### src/rtl/fifo_stream_reader.sv
// Read-side engine for the async FIFO: issues reads, absorbs the one-cycle
// RAM latency in a 2-entry skid buffer and presents a valid/ready stream
// with first/last framing for PKT_LEN-word packets.
module fifo_stream_reader #(
  parameter int WIDTH   = 64,
  parameter int PKT_LEN = 1024
) (
  input  logic             clk,
  input  logic             rst_n,
  input  logic             en,
  input  logic             fifo_empty,
  output logic             fifo_rden,
  input  logic [WIDTH-1:0] fifo_rddata,
  output logic             m_valid,
  input  logic             m_ready,
  output logic [WIDTH-1:0] m_data,
  output logic             m_first,
  output logic             m_last
);

  localparam int CW = $clog2(PKT_LEN);
  localparam logic [CW-1:0] LAST_BEAT = CW'(PKT_LEN - 1);

  logic [WIDTH-1:0] skid [2];
  logic             head;
  logic             tail;
  logic [1:0]       occ;
  logic             inflight;
  logic [CW-1:0]    beat;
  logic             push;
  logic             pop;

  // The word returning this edge is exactly the one flagged in flight.
  assign push = inflight;
  assign pop  = m_valid && m_ready;

  // Issue a read only if, after this edge, at most one slot is taken, so the
  // new word always finds room when it lands next edge. The returning word
  // is counted once (inflight is the push), which keeps one read per cycle
  // when the head is being popped every cycle.
  always_comb begin
    fifo_rden = 1'b0;
    if (rst_n && en && !fifo_empty &&
        (({1'b0, occ} + {2'b0, inflight}) <= (3'd1 + {2'b0, pop})))
      fifo_rden = 1'b1;
  end

  // Skid buffer pointers/occupancy, in-flight flag and beat counter.
  always_ff @(posedge clk) begin
    if (!rst_n) begin
      head     <= 1'b0;
      tail     <= 1'b0;
      occ      <= 2'd0;
      inflight <= 1'b0;
      beat     <= '0;
    end else begin
      if (push) begin
        skid[tail] <= fifo_rddata;
        tail       <= ~tail;
      end
      if (pop)
        head <= ~head;
      if (push && !pop)
        occ <= occ + 2'd1;
      else if (pop && !push)
        occ <= occ - 2'd1;
      inflight <= fifo_rden && !fifo_empty;
      if (pop)
        beat <= (beat == LAST_BEAT) ? '0 : beat + CW'(1);
    end
  end

  assign m_valid = (occ != 2'd0);
  assign m_data  = skid[head];
  assign m_first = (beat == '0);
  assign m_last  = (beat == LAST_BEAT);

  a_occ_range: assert property (@(posedge clk) disable iff (!rst_n) occ <= 2'd2);
  a_no_overfill: assert property (@(posedge clk) disable iff (!rst_n) !(push && occ == 2'd2));
  a_stall_stable: assert property (@(posedge clk) disable iff (!rst_n)
    (m_valid && !m_ready) |=> $stable(m_data));
  a_rden_empty: assert property (@(posedge clk) !(fifo_rden && fifo_empty));

endmodule

### config.mk
export PLATFORM = sky130hd
export DESIGN_NAME = fifo_stream_reader
export DESIGN_NICKNAME = d
export VERILOG_FILES = /design/src/rtl/fifo_stream_reader.sv
export SDC_FILE = /design/constraint.sdc
export NUM_CORES = 1
export LEC_CHECK = 0
export ABC_AREA = 1
export BUFFER_PORTS_ARGS = -buffer_cell sky130_fd_sc_hd__buf_2
export CORE_MARGIN = 4
export CORE_UTILIZATION = 40
export CTS_CLUSTER_DIAMETER = 120
export CTS_CLUSTER_SIZE = 10
export DETAILED_ROUTE_END_ITERATION = 12
export PLACE_DENSITY_LB_ADDON = 0.08
export SLEW_MARGIN = 20
export SYNTH_ARGS = -nofsm -noshare
export SYNTH_HDL_FRONTEND = slang
export SYNTH_SLANG_ARGS = --single-unit
### constraint.sdc
create_clock -name clk -period 6.1 [get_ports clk]
set_input_delay 1.22 -clock clk [delete_from_list [all_inputs] [get_ports clk]]
set_output_delay 1.22 -clock clk [all_outputs]
set_load 0.1 [all_outputs]
==> results of run 1 <==
[final cells by class]
type,count,area [um2],area share [%]
Clock inverter,10,82.6,1.18
Timing Repair Buffer,139,723,10.3
Clock buffer,22,494,7.05
Multi-Input combinational cell,159,1250,17.9
Inverter,19,71.3,1.02
Sequential cell,144,4170,59.4
Tap cell,176,220,3.14
[power breakdown]
group	total, mW	switching, mW	internal, mW
registers	1.21	0.0773	1.13
logic	1.12	0.897	0.228
clock network	0.979	0.368	0.611
total	3.31	1.34	1.97
[final timing paths]
check | from | end | slack, ps | cells past startpoint
setup reg to reg | inflight | skid[0][34] | 4080 | 3
hold / removal | head | register | 450 | 1
setup / recovery | m_ready | fifo_rden | 1990 | 8
hold reg to reg | head | register | 450 | 1
[Yosys cell counts]
library cell	number
edfxtp_1	128
mux2_2	64
nand2_1	24
inv_1	19
nor2_1	19
dfxtp_1	16
a21oi_1	12
nand3_1	8
buf_4	6
ha_1	6
o21ai_0	6
nor2_2	3
xor2_1	3
buf_2	2
nand2_2	2
nand4_1	2
nor3_1	2
o21ai_1	2
buf_6	1
fa_1	1
nor2_4	1
nor4_1	1
o21bai_1	1
o31ai_1	1
or2_0	1
[metrics by stage]
step	hold WS, ps	util, %	instances	cell area (um2)	setup slack (ps)
after floorplan	425	-	331	5540	1270
after global placement	445	47.9	636	6420	2000
after detailed placement	446	48.0	637	6440	1990
after CTS	451	52.3	669	7010	1980
after global routing	475	52.3	669	7010	1840
final	445	52.3	669	7010	1990
[logic make-up (layout without fill, tap and decap cells)]
family | count (synthesis) | count (layout) | synth area share (%)
flops | 144 | 144 | 75.2
mux | 64 | 64 | 13.0
simple gates | 63 | 63 | 5.04
buf+inv | 28 | 190 | 2.49
compound gates | 22 | 22 | 2.08
fa+ha+maj | 7 | 7 | 1.72
xor+xnor | 3 | 3 | 0.475
[worst max-delay path, cell delays in order]
cell and delay [ps]:
buf_2 100, inv_1 60, nor2_4 280, fa_1 500
nor2_1 100, nand2_1 70, a21oi_1 130, buf_2 430
[routing by layer]
layer	track usage, %	share of wire [%]	vias to the layer above
met5	0	0	-
met4	5.93	1.6	0
met3	5.00	5.4	15
met2	23.3	52	81
met1	15.4	41	1487
li1	-	-	1522
[registers in the layout, indices dropped and copies added (netlist names), named ones only]
signal / cells
beat: 10
head: 1
inflight: 1
occ: 2
skid: 128
tail: 1
==> flow_summary_export.csv, run 1 <==
group,metric,value,unit
route,drt_wl_total,10300,um
placed_design,io_buffers,136,
global_route,grt_pass1_vias,3242,
sta,rsz0062_at_grt,"no",
clock_network,cts_root_buf,"clkbuf_16",
synthesis,yosysWarnings,0,
clock_network,htreeDepth,4,
synthesis,synthTopCellsByArea,"edfxtp_1 69%, mux2_2 13%, dfxtp_1 5.8%",
flow_run,drv_cap,0,
route,vias,3105,
finish,nFillCells,1174,
clock_network,cts_buffers,17,
floorplan,die_x,126,um
synthesis,syn_area,5540,um2
route,dr.pass1.iters,4,
sta,tightest_slew,918,ps
critical_path,cp-end-kind,"primary output",
critical_path,cp.required,4880,ps
route,ant_nets,0,
finish,final_cell_mix,"136 x buf_2, 128 x edfxtp_1, 64 x mux2_2",
critical_path,startpoint_type,"input pin",
outcome,status,"finished clean",
clock_network,tritoncts,"built",
power_and_ir_drop,p_leak,2.61,nW
power_and_ir_drop,power,3.31,mW
sta,period_minus_slack,4110,ps
floorplan,ioPinCount,137,
placed_design,gp_congestion,0.775,
floorplan,num_rows,42,
global_route,grt_max_degree,65,
floorplan,core-area,13400,um2
global_route,overflow,0,
sta,tns,0,ps
power_and_ir_drop,ir_drop,344,uV
clock_network,clk_latency,410,ps
route,initialDrtViolationCount,119,
synthesis,syn_nets,407,
sta,finalCritPeriodShare,67.4,%
synthesis,synth_cell_types,25,
sta,finalHoldViolations,0,
sta,relSlewSlack,38.8,%
clock_network,cts_post_setup_buffers_inserted,0,
route,wl_per_cell,15.5,um
synthesis,yosys.area.top_type_share,69.4,%
critical_path,critPathKind,"input pin to primary output",
synthesis,synth_seq_area_share,75.2,%
clock_network,cts_resized,0,
synthesis,yosysTopAreaCell,"edfxtp_1",
finish,antenna_cells,0,
sta,setup_viol,0,
global_route,antenna_found_initial,0,
power_and_ir_drop,p_per_area,472,nW/um2
clock_network,cts_num_sinks,144,
synthesis,synth-seq-cells,144,
floorplan,start_util,41.3,%
placed_design,dp_hpwl,6760,um
sta,clock_skew,6.60,ps
floorplan,dieArea,15800,um2
synthesis,synthCells,331,
finish,drive_gt1_share,49.5,%
floorplan,die_h,126,um
sta,slew_viol_final,0,
sta,fmax,243,MHz
synthesis,synth_area_per_cell,16.7,um2
clock_network,cts_hold_buf,0,
critical_path,path_max_fanout,14,
clock_network,clk_path_buf_depth,2,
route,vias_per_cell,4.64,
finish,fin_nets,556,
hold_path,hold_class,"register to register",
global_route,grt_pass1_wl,16500,um
finish,syn2layout_area_growth,26.7,%
clock_network,path_clk_slew,60,ps
global_route,grt_usage,13.7,%
finish,final_common_cell,"buf_2",
critical_path,critPathArrivalTime,2890,ps
route,drc,0,
Power figures use the tool's default switching activity.
==> run 2, diff against run 1 <==
==> constraint.sdc (replaced) <==
create_clock -name clk -period 3.8 [get_ports clk]
set_input_delay 0.76 -clock clk [delete_from_list [all_inputs] [get_ports clk]]
set_output_delay 0.76 -clock clk [all_outputs]
set_load 0.1 [all_outputs]
==> run 2 against run 1 <==
Against the previous run: utilization up 1.3 points; via count increased by 2.6%; hold slack got worse by 4.9 ps; setup slack worse by 1400 ps; cell count increased by 0.45%; largest cell class unchanged.
==> flow_summary_export.csv, run 2 (synthesis gave the netlist of run 1 again) <==
group,metric,value,unit
clock_network,clk_latency,410,ps
global_route,grt_pass1_vias,3261,
floorplan,dieArea,15800,um2
sta,setup_viol,0,
critical_path,r2r_cells,5,
clock_network,cts_buffers,17,
floorplan,die_x,126,um
route,wl_per_cell,15.7,um
finish,final_common_cell,"buf_2",
floorplan,die_h,126,um
finish,drive_gt1_share,49.2,%
route,initialDrtViolationCount,183,
power_and_ir_drop,swShare,37.9,%
critical_path,rr_endpoint,"inflight",
route,drc,0,
critical_path,critPathArrivalTime,2450,ps
power_and_ir_drop,ir_drop,465,uV
critical_path,regToRegStartpoint,"occ[1]",
route,vias,3185,
critical_path,startpoint_type,"input pin",
power_and_ir_drop,p_per_area,796,nW/um2
sta,slew_viol_final,0,
finish,antenna_cells,0,
clock_network,cts_root_buf,"clkbuf_16",
floorplan,core-area,13400,um2
finish,largest_reg_flops,128,
placed_design,gp_congestion,0.825,
floorplan,ioPinCount,137,
sta,rsz0062_at_grt,"no",
critical_path,crit_path_end,"fifo_rden",
finish,fin_nets,559,
sta,tightest_slew,777,ps
finish,top_register,"skid",
clock_network,cts_post_setup_buffers_inserted,0,
route,vias_per_cell,4.74,
global_route,grt_pass1_wl,16900,um
sta,tns,0,ps
route,dr.pass1.iters,4,
global_route,overflow,0,
outcome,status,"finished clean",
finish,stdcell_area,7180,um2
power_and_ir_drop,intPower,3.55,mW
sta,fmax,312,MHz
clock_network,path_clk_slew,60,ps
hold_path,hold_class,"register to register",
global_route,grt_usage,14.1,%
floorplan,num_rows,42,
sta,relSlewSlack,48.1,%
finish,syn2layout_area_growth,29.7,%
placed_design,dp_hpwl,7140,um
placed_design,io_buffers,136,
sta,timing.final.ws_setup,591,ps
clock_network,cts_resized,0,
finish,final_cells,672,
critical_path,cp.required,3040,ps
global_route,grt_max_degree,47,
sta,finalHoldViolations,0,
sta,finalCritPeriodShare,84.4,%
placed_design,placed_cells,640,
finish,top_regs,"skid (128), beat (10), occ (2)",
clock_network,htreeDepth,4,
critical_path,critPathLaunch,"m_ready",
sta,clock_skew,4.84,ps
power_and_ir_drop,p_switching,2.17,mW
power_and_ir_drop,p_leak,2.67,nW
route,ant_nets,0,
critical_path,path_max_fanout,14,
placed_design,post-place-ws,599,ps
placed_design,placement.cell_area,6480,um2
critical_path,cp-end-kind,"primary output",
power_and_ir_drop,pwr-share-clk,34.1,%
flow_run,drv_cap,0,
power_and_ir_drop,power_frac_comb,33.1,%
route,drt_wl_total,10600,um
clock_network,cts_hold_buf,0,
global_route,antenna_found_initial,0,
floorplan,start_util,41.3,%
clock_network,cts_num_sinks,144,
clock_network,tritoncts,"built",
critical_path,r2r_slack,1970,ps
finish,final_cell_mix,"136 x buf_2, 128 x edfxtp_1, 64 x mux2_2",
critical_path,critPathKind,"input pin to primary output",
clock_network,clk_path_buf_depth,2,
power_and_ir_drop,power,5.72,mW
sta,period_minus_slack,3210,ps
power_and_ir_drop,p_seq_share,32.8,%
run 2: power groups by stage:
stage / clock network [mW] / logic [mW] / registers, mW
after floorplan: 0 / 1.67 / 1.87
after global placement: 0 / 1.90 / 1.91
after detailed placement: 0 / 1.91 / 1.91
after CTS: 2.00 / 1.91 / 1.88
after global routing: 2.07 / 1.98 / 1.89
final: 1.95 / 1.89 / 1.88
run 2: metal layers:
layer	vias up	part of all wire, %	track usage (%)
met5	-	0	0
met4	0	2.3	7.21
met3	22	5.1	4.11
met2	90	53	24.2
met1	1543	40	16.0
li1	1530	-	-
run 2: critical path: stages:
cell,delay [ps]
buf_2,90
inv_1,60
nor2_4,280
fa_1,500
nor2_1,100
nand2_1,80
a21oi_2,130
buf_2,430
run 2: layout make-up:
| cell class | count | area (um2) |
|---|---|---|
| clock buffer | 19 | 433 |
| sequential | 144 | 4170 |
| fill | 1148 | 6220 |
| multi-input combinational | 159 | 1260 |
| tap | 176 | 220 |
| inverter | 19 | 71.3 |
| clock inverter | 13 | 264 |
| timing repair buffer | 142 | 763 |
run 2: worst min path at each step:
| stage | from | endpoint | slack [ps] | depth (start not counted) |
|---|---|---|---|---|
| final | head | register | 440 | 1 |
| after global routing | head | register | 460 | 1 |
| after CTS | head | register | 440 | 1 |
| after detailed placement | head | register | 430 | 1 |
| after global placement | head | register | 440 | 1 |
| after floorplan | head | register | 430 | 1 |
run 2: per-stage QoR:
stage                     hold WS, ps  utilization [%]
after floorplan                   425                -
after global placement            438             48.4
after detailed placement          431             48.4
after CTS                         441             53.6
after global routing              459             53.6
final                             441             53.6
==> run 3, diff against run 2 <==
==> constraint.sdc (replaced) <==
create_clock -name clk -period 2.9 [get_ports clk]
set_input_delay 0.58 -clock clk [delete_from_list [all_inputs] [get_ports clk]]
set_output_delay 0.58 -clock clk [all_outputs]
set_load 0.1 [all_outputs]
==> run 3 against run 2 <==
Against the previous run: via count down 0.63%; critical endpoint unchanged; cell count shrank 0.15%; global-route usage down 0.17 points; total power up 23%; clock power up 6%; die area unchanged; sequential power rose by 31%; critical path depth decreased by 1; critical path type is now register to primary output; register-to-register slack got worse by 740 ps.
==> flow_summary_export.csv, run 3 (synthesis gave the netlist of run 1 again) <==
group,metric,value,unit
global_route,antenna_found_initial,0,
finish,final_cell_mix,"135 x buf_2, 128 x edfxtp_1, 64 x mux2_2",
hold_path,hold_start,"fifo_rddata[11]",
critical_path,path_max_fanout,5,
sta,period_minus_slack,2710,ps
clock_network,htreeDepth,4,
flow_run,drv_cap,0,
power_and_ir_drop,p_switching,2.82,mW
hold_path,holdPathStages,1,
power_and_ir_drop,intPower,4.23,mW
critical_path,slowest_stage,"fa_1",
floorplan,dieArea,15800,um2
power_and_ir_drop,p_leak,2.63,nW
route,drc,0,
placed_design,placed_cells,642,
route,vias_per_cell,4.72,
clock_network,cts_buffers,17,
sta,setup_viol,0,
critical_path,r2r_slack,1230,ps
global_route,grt_usage,13.9,%
global_route,overflow,0,
placed_design,dp_hpwl,7050,um
sta,slew_viol_final,0,
clock_network,cts_num_sinks,144,
critical_path,r2r_cells,5,
sta,relSlewSlack,66.0,%
placed_design,io_buffers,136,
sta,finalCritPeriodShare,93.6,%
floorplan,core-area,13400,um2
finish,stdcell_area,7080,um2
hold_path,hold_class,"input pin to register",
floorplan,num_rows,42,
critical_path,critPathArrivalTime,2130,ps
critical_path,path_buf_inv,2,
route,vias,3165,
finish,seq_area,4170,um2
finish,final_core_util,52.9,%
clock_network,cts_root_buf,"clkbuf_16",
critical_path,cp.required,2320,ps
critical_path,critPathKind,"register to primary output",
clock_network,path_clk_slew,50,ps
finish,top_regs,"skid (128), beat (10), occ (2)",
sta,clock_skew,2.55,ps
global_route,grt_max_degree,49,
finish,fin_nets,561,
hold_path,min_to,"skid[0][11]",
critical_path,startpoint_type,"register",
clock_network,clk_path_buf_depth,2,
power_and_ir_drop,power_frac_comb,35.7,%
route,wl_per_cell,15.7,um
power_and_ir_drop,ir_drop,627,uV
finish,nFillCells,1181,
finish,largest_reg_flops,128,
outcome,status,"finished clean",
sta,rsz0062_at_grt,"no",
finish,final_common_cell,"buf_2",
floorplan,die_h,126,um
placed_design,gp_congestion,0.804,
sta,tightest_slew,514,ps
placed_design,placement.cell_area,6530,um2
critical_path,cp-end-kind,"primary output",
power_and_ir_drop,p_seq_share,35.1,%
finish,syn2layout_area_growth,27.9,%
global_route,grt_pass1_wl,16800,um
sta,fmax,368,MHz
power_and_ir_drop,swShare,40.0,%
finish,multi_input_area,1280,um2
route,initialDrtViolationCount,220,
finish,final_cells,671,
route,dr.pass1.iters,4,
clock_network,clk_latency,400,ps
sta,finalHoldViolations,0,
critical_path,crit_family,"adder cells",
sta,worst_hold_slack,361,ps
route,drt_wl_total,10500,um
critical_path,crit_path_max_incr_delay,470,ps
finish,top_register,"skid",
power_and_ir_drop,pwr-share-clk,29.2,%
clock_network,tritoncts,"built",
floorplan,start_util,41.3,%
critical_path,regToRegStartpoint,"occ[0]",
floorplan,die_x,126,um
critical_path,crit_chain,"ha_1 > inv_1 > fa_1 > nor2_1 > nand2_1 > a21oi_4 > buf_12",
critical_path,rr_endpoint,"inflight",
route,ant_nets,0,
floorplan,ioPinCount,137,
finish,drive_gt1_share,49.1,%
power_and_ir_drop,power,7.05,mW
global_route,grt_pass1_vias,3318,
power_and_ir_drop,p_per_area,995,nW/um2
finish,antenna_cells,0,
clock_network,cts_post_setup_buffers_inserted,0,
[run 3: how the worst max path moves through the flow]
stage	from	endpoint	slack, ps	depth (start not counted)
finish	occ[0]	fifo_rden	190	7
global route	occ[0]	fifo_rden	40	6
CTS	occ[0]	fifo_rden	50	6
detailed placement	m_ready	fifo_rden	310	7
global placement	m_ready	fifo_rden	340	7
floorplan	rst_n	skid[1][0]	-720	2
[run 3: final cells by class]
type | count | area share [%]
clock inverter | 11 | 1.75
sequential | 144 | 58.8
tap | 176 | 3.11
timing repair buffer | 144 | 11.2
clock buffer | 18 | 6.06
multi-input combinational | 159 | 18.0
inverter | 19 | 1.01
[run 3: stage by stage]
stage / setup slack (ps) / setup TNS, ps
2_1_floorplan: -722 / -46240
3_3_place_gp: 335 / 0
3_5_place_dp: 307 / 0
4_1_cts: 51.1 / 0
5_1_grt: 36.0 / 0
6_report: 185 / 0
[run 3: layer usage]
layer	up-vias	GRT usage [%]	wire, um
li1	1535	-	-
met1	1526	16.2	4300
met2	89	23.8	5480
met3	15	4.32	545
met4	0	6.12	181
met5	-	0	0
[run 3: power by group through the flow]
stage          sequential (mW)  combinational [mW]  clock (mW)
3_3_place_gp              2.51                2.51           0
4_1_cts                   2.48                2.53        2.11
5_1_grt                   2.49                2.63        2.22
3_5_place_dp              2.52                2.53           0
2_1_floorplan             2.45                2.20           0
6_report                  2.47                2.52        2.06
[run 3: what timing repair did]
item	in CTS	in global routing
hold buffers	0	0
setup endpoints to repair	0	1
resized for setup	0	1
